<file path="config.mk">
export PLATFORM = sky130hd
export DESIGN_NAME = detector_nota
export DESIGN_NICKNAME = d
export VERILOG_FILES = /design/src/rtl/detector_nota.sv
export SDC_FILE = /design/constraint.sdc
export NUM_CORES = 1
export LEC_CHECK = 0
export ABC_AREA = 0
export BUFFER_PORTS_ARGS = -buffer_cell sky130_fd_sc_hd__clkbuf_2
export CAP_MARGIN = 30
export CORE_MARGIN = 8
export CORE_UTILIZATION = 45
export DETAILED_ROUTE_END_ITERATION = 6
export GPL_ROUTABILITY_DRIVEN = 0
export PLACE_DENSITY = 0.66
export REMOVE_ABC_BUFFERS = 1
export SYNTH_ARGS = -nofsm -noshare
export SYNTH_HDL_FRONTEND = slang
export SYNTH_SLANG_ARGS = --single-unit
</file>
<file path="constraint.sdc">
create_clock -name clock -period 7.6 [get_ports clock]
set_input_delay 0.76 -clock clock [delete_from_list [all_inputs] [get_ports clock]]
set_output_delay 0.76 -clock clock [all_outputs]
set_load 0.05 [all_outputs]
</file>
<file path="src/rtl/detector_nota.sv">
// Note detector: measures the period of a square wave and decodes one of 8 notes.
// Latency: a note decision is visible k+2 cycles after the edge-detect cycle D (D+9 on no match).
// Backpressure: none; the input is free-running and edges during a search restart it.
//
// Ports:
//   clock       system clock
//   reset       asynchronous, active-low reset
//   enable      detection enable; low returns to IDLE and drops nota_valida
//   pulso_in    asynchronous square-wave input (synchronised internally)
//   nota        last confirmed note index 0..7
//   nota_valida high while a confirmed note is present
//   nova_nota   one-cycle pulse when nota becomes valid or changes
//   periodo     last measured period in clock cycles
module detector_nota #(
  parameter int CLOCK_FREQ = 50_000_000,
  parameter int N_CONFIRM  = 3,
  parameter int TOL_SHIFT  = 5,
  parameter int MIN_FREQ   = 200,
  localparam int MAX_PERIOD = CLOCK_FREQ / MIN_FREQ,
  localparam int W          = $clog2(MAX_PERIOD + 1)
) (
  input  logic         clock,
  input  logic         reset,
  input  logic         enable,
  input  logic         pulso_in,
  output logic [3:0]   nota,
  output logic         nota_valida,
  output logic         nova_nota,
  output logic [W-1:0] periodo
);

  // Nominal periods of the note table 264..528 Hz, in clock cycles.
  localparam int P0 = CLOCK_FREQ / 264;
  localparam int P1 = CLOCK_FREQ / 297;
  localparam int P2 = CLOCK_FREQ / 330;
  localparam int P3 = CLOCK_FREQ / 352;
  localparam int P4 = CLOCK_FREQ / 396;
  localparam int P5 = CLOCK_FREQ / 440;
  localparam int P6 = CLOCK_FREQ / 495;
  localparam int P7 = CLOCK_FREQ / 528;

  // Packed tables, element [k] holds note k.
  localparam logic [7:0][W-1:0] PERIOD_TAB = {
    W'(P7), W'(P6), W'(P5), W'(P4), W'(P3), W'(P2), W'(P1), W'(P0)
  };
  localparam logic [7:0][W-1:0] TOL_TAB = {
    W'(P7 >> TOL_SHIFT), W'(P6 >> TOL_SHIFT), W'(P5 >> TOL_SHIFT), W'(P4 >> TOL_SHIFT),
    W'(P3 >> TOL_SHIFT), W'(P2 >> TOL_SHIFT), W'(P1 >> TOL_SHIFT), W'(P0 >> TOL_SHIFT)
  };

  localparam logic [W-1:0]  MAX_CNT   = W'(MAX_PERIOD);
  localparam int            CW        = $clog2(N_CONFIRM + 1);
  localparam logic [CW-1:0] CONF_FULL = CW'(N_CONFIRM);
  localparam logic [CW-1:0] CONF_ONE  = CW'(1);

  typedef enum logic [1:0] {
    IDLE     = 2'd0,
    MEASURE  = 2'd1,
    CLASSIFY = 2'd2
  } state_t;

  // --------------------------------------------------------------------
  // Input synchroniser and rising-edge detect
  // --------------------------------------------------------------------
  logic sync_q1;
  logic sync_q2;
  logic hist_q;
  logic edge_det;

  always_ff @(posedge clock or negedge reset) begin
    if (!reset) begin
      sync_q1 <= 1'b0;
      sync_q2 <= 1'b0;
      hist_q  <= 1'b0;
    end else begin
      sync_q1 <= pulso_in;
      sync_q2 <= sync_q1;
      hist_q  <= sync_q2;
    end
  end

  assign edge_det = sync_q2 & ~hist_q;

  // --------------------------------------------------------------------
  // Period counter: restarts on every edge, saturates at MAX_PERIOD so a
  // silent input can be recognised.
  // --------------------------------------------------------------------
  logic [W-1:0] cnt_q;
  logic [W-1:0] period_meas;

  always_ff @(posedge clock or negedge reset) begin
    if (!reset) begin
      cnt_q <= '0;
    end else if (edge_det) begin
      cnt_q <= '0;
    end else if (cnt_q != MAX_CNT) begin
      cnt_q <= cnt_q + W'(1);
    end
  end

  // The count started at 0 one cycle after the previous edge, so the period
  // is count+1. A saturated count is reported as MAX_PERIOD so the value
  // always fits in W bits.
  assign period_meas = (cnt_q == MAX_CNT) ? MAX_CNT : cnt_q + W'(1);

  // --------------------------------------------------------------------
  // Classifier datapath: one table entry per cycle
  // --------------------------------------------------------------------
  state_t       state_q;
  state_t       state_n;
  logic [2:0]   k_q;
  logic [2:0]   k_n;
  logic [2:0]   cand_q;
  logic [2:0]   cand_n;
  logic         cand_vld_q;
  logic         cand_vld_n;
  logic [CW-1:0] conf_q;
  logic [CW-1:0] conf_n;
  logic [CW-1:0] conf_inc;
  logic [CW-1:0] conf_new;
  logic [3:0]   nota_n;
  logic         valida_n;
  logic         nova_n;
  logic [W-1:0] periodo_n;

  logic [W-1:0] nom_per;
  logic [W-1:0] tol_per;
  logic [W-1:0] per_diff;
  logic         per_hit;

  assign nom_per  = PERIOD_TAB[k_q];
  assign tol_per  = TOL_TAB[k_q];
  // Larger minus smaller keeps the unsigned difference from wrapping.
  assign per_diff = (periodo >= nom_per) ? (periodo - nom_per) : (nom_per - periodo);
  assign per_hit  = (per_diff <= tol_per);

  assign conf_inc = (conf_q >= CONF_FULL) ? CONF_FULL : conf_q + CONF_ONE;

  // --------------------------------------------------------------------
  // State and output registers
  // --------------------------------------------------------------------
  always_ff @(posedge clock or negedge reset) begin
    if (!reset) begin
      state_q     <= IDLE;
      k_q         <= '0;
      cand_q      <= '0;
      cand_vld_q  <= 1'b0;
      conf_q      <= '0;
      nota        <= '0;
      nota_valida <= 1'b0;
      nova_nota   <= 1'b0;
      periodo     <= '0;
    end else begin
      state_q     <= state_n;
      k_q         <= k_n;
      cand_q      <= cand_n;
      cand_vld_q  <= cand_vld_n;
      conf_q      <= conf_n;
      nota        <= nota_n;
      nota_valida <= valida_n;
      nova_nota   <= nova_n;
      periodo     <= periodo_n;
    end
  end

  // --------------------------------------------------------------------
  // Next-state and output logic
  // --------------------------------------------------------------------
  always_comb begin
    state_n    = state_q;
    k_n        = k_q;
    cand_n     = cand_q;
    cand_vld_n = cand_vld_q;
    conf_n     = conf_q;
    conf_new   = conf_q;
    nota_n     = nota;
    valida_n   = nota_valida;
    nova_n     = 1'b0;
    periodo_n  = periodo;

    if (!enable) begin
      // Clearing the candidate forces a full confirmation run after re-enable.
      state_n    = IDLE;
      valida_n   = 1'b0;
      cand_vld_n = 1'b0;
      conf_n     = '0;
    end else begin
      unique case (state_q)
        IDLE: begin
          // The first edge only starts a measurement; there is no period yet.
          if (edge_det) begin
            state_n = MEASURE;
          end
        end

        MEASURE: begin
          if (edge_det) begin
            periodo_n = period_meas;
            k_n       = '0;
            state_n   = CLASSIFY;
          end else if (cnt_q == MAX_CNT) begin
            // Silence: no edge within the longest period of interest.
            state_n    = IDLE;
            valida_n   = 1'b0;
            cand_vld_n = 1'b0;
            conf_n     = '0;
          end
        end

        CLASSIFY: begin
          if (edge_det) begin
            // A new period closed before the search finished: treat the old
            // one as unmatched and restart on the fresh measurement.
            periodo_n  = period_meas;
            k_n        = '0;
            cand_vld_n = 1'b0;
            conf_n     = '0;
            valida_n   = 1'b0;
          end else if (per_hit) begin
            state_n = MEASURE;
            if (cand_vld_q && (cand_q == k_q)) begin
              conf_new = conf_inc;
            end else begin
              conf_new = CONF_ONE;
            end
            cand_n     = k_q;
            cand_vld_n = 1'b1;
            conf_n     = conf_new;
            // Pulse only on a real change so a held note stays quiet.
            if ((conf_new == CONF_FULL) &&
                (!nota_valida || (nota != {1'b0, k_q}))) begin
              nota_n   = {1'b0, k_q};
              valida_n = 1'b1;
              nova_n   = 1'b1;
            end
          end else if (k_q == 3'd7) begin
            state_n    = MEASURE;
            cand_vld_n = 1'b0;
            conf_n     = '0;
            valida_n   = 1'b0;
          end else begin
            k_n = k_q + 3'd1;
          end
        end

        default: begin
          state_n = IDLE;
        end
      endcase
    end
  end

endmodule

</file>
==> results.py <==
metrics = {
    "setup_path": {
        "end_kind": "register",
        "critical_path_arrival_ns": 6.45,
        "critPathMaxFanout": 23,
        "crit_path_top_delay_cell": "dfrtp_1",
        "cp_data_required_time_ns": 7.81,
        "start_kind": "register",
        "cpPeakStageDelay_ns": 0.61,
        "worstSetupPathType": "reg -> reg",
        "worst_path_most_repeated_cell": "ha_1",
    },
    "timing": {
        "period_needed_ns": 6.24,
        "period_share": 0.821,
        "setup_viol": 0,
        "drv_slew": 0,
        "fmax_mhz": 160,
        "tightestPinTransition_ns": 0.848,
        "rsz0062_at_grt": "false",
        "finalHoldViolCount": 0,
        "relSlewSlack": 0.431,
        "finalHoldWorstSlack_ns": 0.356,
        "finClkSkew_ns": 0.0152,
        "tns_ns": 0,
    },
    "floorplanning": {
        "io_pins": 28,
        "die_w_microns": 121,
        "rows": 38,
        "dieArea_sq_um": 14700,
        "initial_utilization": 0.459,
        "die_h_microns": 121,
        "core_area_sq_um": 10800,
    },
    "status": {
        "status": "complete, no violations",
    },
    "yosys": {
        "synth_edf_count": 0,
        "syn_inst": 594,
        "synth_ff_type": "dfrtp_1",
        "ys_ff_latch": 55,
        "netlist_area_sq_um": 4980,
        "synth_cell_type_count": 68,
        "async_flop_share": 1.00,
        "yosys_warnings": 0,
        "yosysSeqAreaShare": 0.276,
        "avgSynthCellArea_sq_um": 8.38,
    },
    "grt": {
        "grt_usage": 0.180,
        "grt-ovfl-total": 0,
        "antenna_found_initial": 0,
        "grt_pass1_wl_microns": 21500,
        "grt_pass1_vias": 4266,
        "grt_max_degree": 56,
    },
    "finish": {
        "nets": 670,
        "drive_gt1_frac": 0.0944,
        "multiInputGateArea_sq_um": 3280,
        "seqCellArea_sq_um": 1380,
        "layout_commonest_cell": "ha_1",
        "n_antenna_cell": 0,
        "area_growth_pct": 6.16,
        "fin_cells": 744,
        "final_cell_mix": "ha_1, nand2_1, dfrtp_1, nor2_1, o21ai_0",
        "fill_cells": 1071,
    },
    "clocking": {
        "cts_max_level": 2,
        "ctsResizeCount": 0,
        "cts-root-buf": "clkbuf_8",
        "cts_setup_buffers": 0,
        "clk_pin_slew_ns": 0.10,
        "clk_latency_ns": 0.31,
        "cts_buffers": 5,
        "holdBufCountCts": 0,
        "cts_buffer_depth": 2,
        "clock_sinks": 55,
        "cts_tree": "yes",
    },
    "detailed_routing": {
        "drc": 0,
        "viasPerCell": 5.89,
        "num_vias": 4379,
        "drt-pass1-iter-count": 5,
        "drtAntennaViolNets": 0,
        "wl_microns": 12800,
        "drt_first_iter_violations": 409,
        "wl_per_cell_microns": 17.2,
    },
    "power_and_ir_drop": {
        "power.share.clock": 0.106,
        "leakage_nw": 2.48,
        "vdd_drop_max_uv": 149,
        "p_comb_frac": 0.695,
        "p_per_area_nw_per_um2": 362,
        "switchingPower_mw": 0.994,
        "p_int_mw": 0.919,
        "pwr-share-seq": 0.199,
        "swShare": 0.519,
    },
    "run": {
        "maxCapViolCount": 0,
    },
    "placed_design": {
        "placed_cells": 736,
        "dpl.hpwl_microns": 10300,
        "numPortBuffers": 26,
    },
    "hold_path": {
        "hold_class": "reg -> reg",
    },
}
[power groups by stage]
stage / logic [mW] / registers [mW] / clock network, mW
after floorplan: 0.939 / 0.403 / 0
after global placement: 1.28 / 0.383 / 0
after detailed placement: 1.29 / 0.385 / 0
after CTS: 1.30 / 0.380 / 0.208
after global routing: 1.47 / 0.389 / 0.219
final: 1.33 / 0.380 / 0.203
[cells by family after synthesis]
group,synth area share
and+or+nand+nor,0.188
AOI/OAI and AO/OA,0.211
buffers and inverters,0.0641
adders and majority gates,0.161
DFF,0.276
xor gates and xnor gates,0.0668
muxes,0.0322
other,0.000753
[worst max-delay path, delay by kind of cell (launching register included)]
family | cells | cell delay (ns)
AOI/OAI and AO/OA | 10 | 2.12
xor gates and xnor gates | 1 | 0.17
adders and majority gates | 3 | 1.13
buffers and inverters | 1 | 0.21
DFF | 1 | 0.61
muxes | 1 | 0.32
and+or+nand+nor | 9 | 1.59
[per-layer routing]
metal,vias up,share of wire,track usage
met5,-,0,0
met4,0,0.032,0.0694
met3,35,0.062,0.0237
met2,151,0.46,0.290
met1,2091,0.45,0.239
li1,2102,-,-
[cell usage after synthesis, drive strengths merged, types with 2 or more instances]
library cell / n / area [sq um]
ha: 61 / 763
nand2: 61 / 246
dfrtp: 55 / 1380
nor2: 50 / 188
o21ai: 49 / 249
inv: 45 / 169
a21oi: 37 / 189
nand3: 21 / 105
xnor2: 20 / 175
xor2: 18 / 158
buf: 16 / 109
a21o: 15 / 113
clkbuf: 11 / 41.3
nand4: 10 / 83.8
nor3: 10 / 50.1
a211oi: 9 / 72.6
mux2: 7 / 90.1
mux2i: 7 / 70.1
nand2b: 7 / 43.8
nor2b: 6 / 37.5
nor4: 6 / 52.6
o21bai: 6 / 45.0
o31ai: 6 / 45.0
a21boi: 5 / 37.5
a31oi: 5 / 31.3
o211ai: 5 / 37.5
and3: 4 / 25.0
or3: 4 / 25.0
o2111ai: 3 / 26.3
o211a: 3 / 30.0
o221ai: 3 / 32.5
a22o: 2 / 17.5
a41oi: 2 / 17.5
and2: 2 / 12.5
fa: 2 / 40.0
nor4b: 2 / 17.5
o21a: 2 / 16.3
[through the flow]
step	setup WS, ns	utilization	cell area (sq um)	total power [mW]
global placement	1.61	0.475	5150	1.66
global route	0.834	0.488	5290	2.08
finish	1.36	0.488	5290	1.91
CTS	1.44	0.488	5290	1.89
detailed placement	1.48	0.476	5160	1.68
floorplan	2.31	-	4830	1.34
[flip-flops by register name (all words and copies together) (netlist names)]
signal and cells:
nota 3, state_q 2, periodo 18, sync_q2 1, sync_q1 1, nota_valida 1
nova_nota 1, k_q 3, conf_q 2, hist_q 1, cand_q 3, cand_vld_q 1
cnt_q 18
[layout make-up]
cell class              count  area share
clock inverters             2     0.00734
repair buffers             29      0.0303
flip-flops and latches     55       0.260
well taps                 140      0.0331
inverters                  45      0.0320
clock buffers               6      0.0156
multi-input cells         467       0.621
[worst paths after layout]
kind	to	slack, ns	from	cells after the start
min	sync_q2$_DFF_PN0_	0.36	sync_q1$_DFF_PN0_	0
max in group asynchronous	periodo[15]$_DFFE_PN0P_	6.56	reset	2
min reg2reg	sync_q2$_DFF_PN0_	0.36	sync_q1$_DFF_PN0_	0
max	nota[0]$_DFFE_PN0P_	1.36	k_q[0]$_DFFE_PN0P_	25
max reg2reg	nota[0]$_DFFE_PN0P_	1.36	k_q[0]$_DFFE_PN0P_	25
min in group asynchronous	nota[1]$_DFFE_PN0P_	0.54	reset	2
Note: power is estimated with default switching activity, not from simulation.
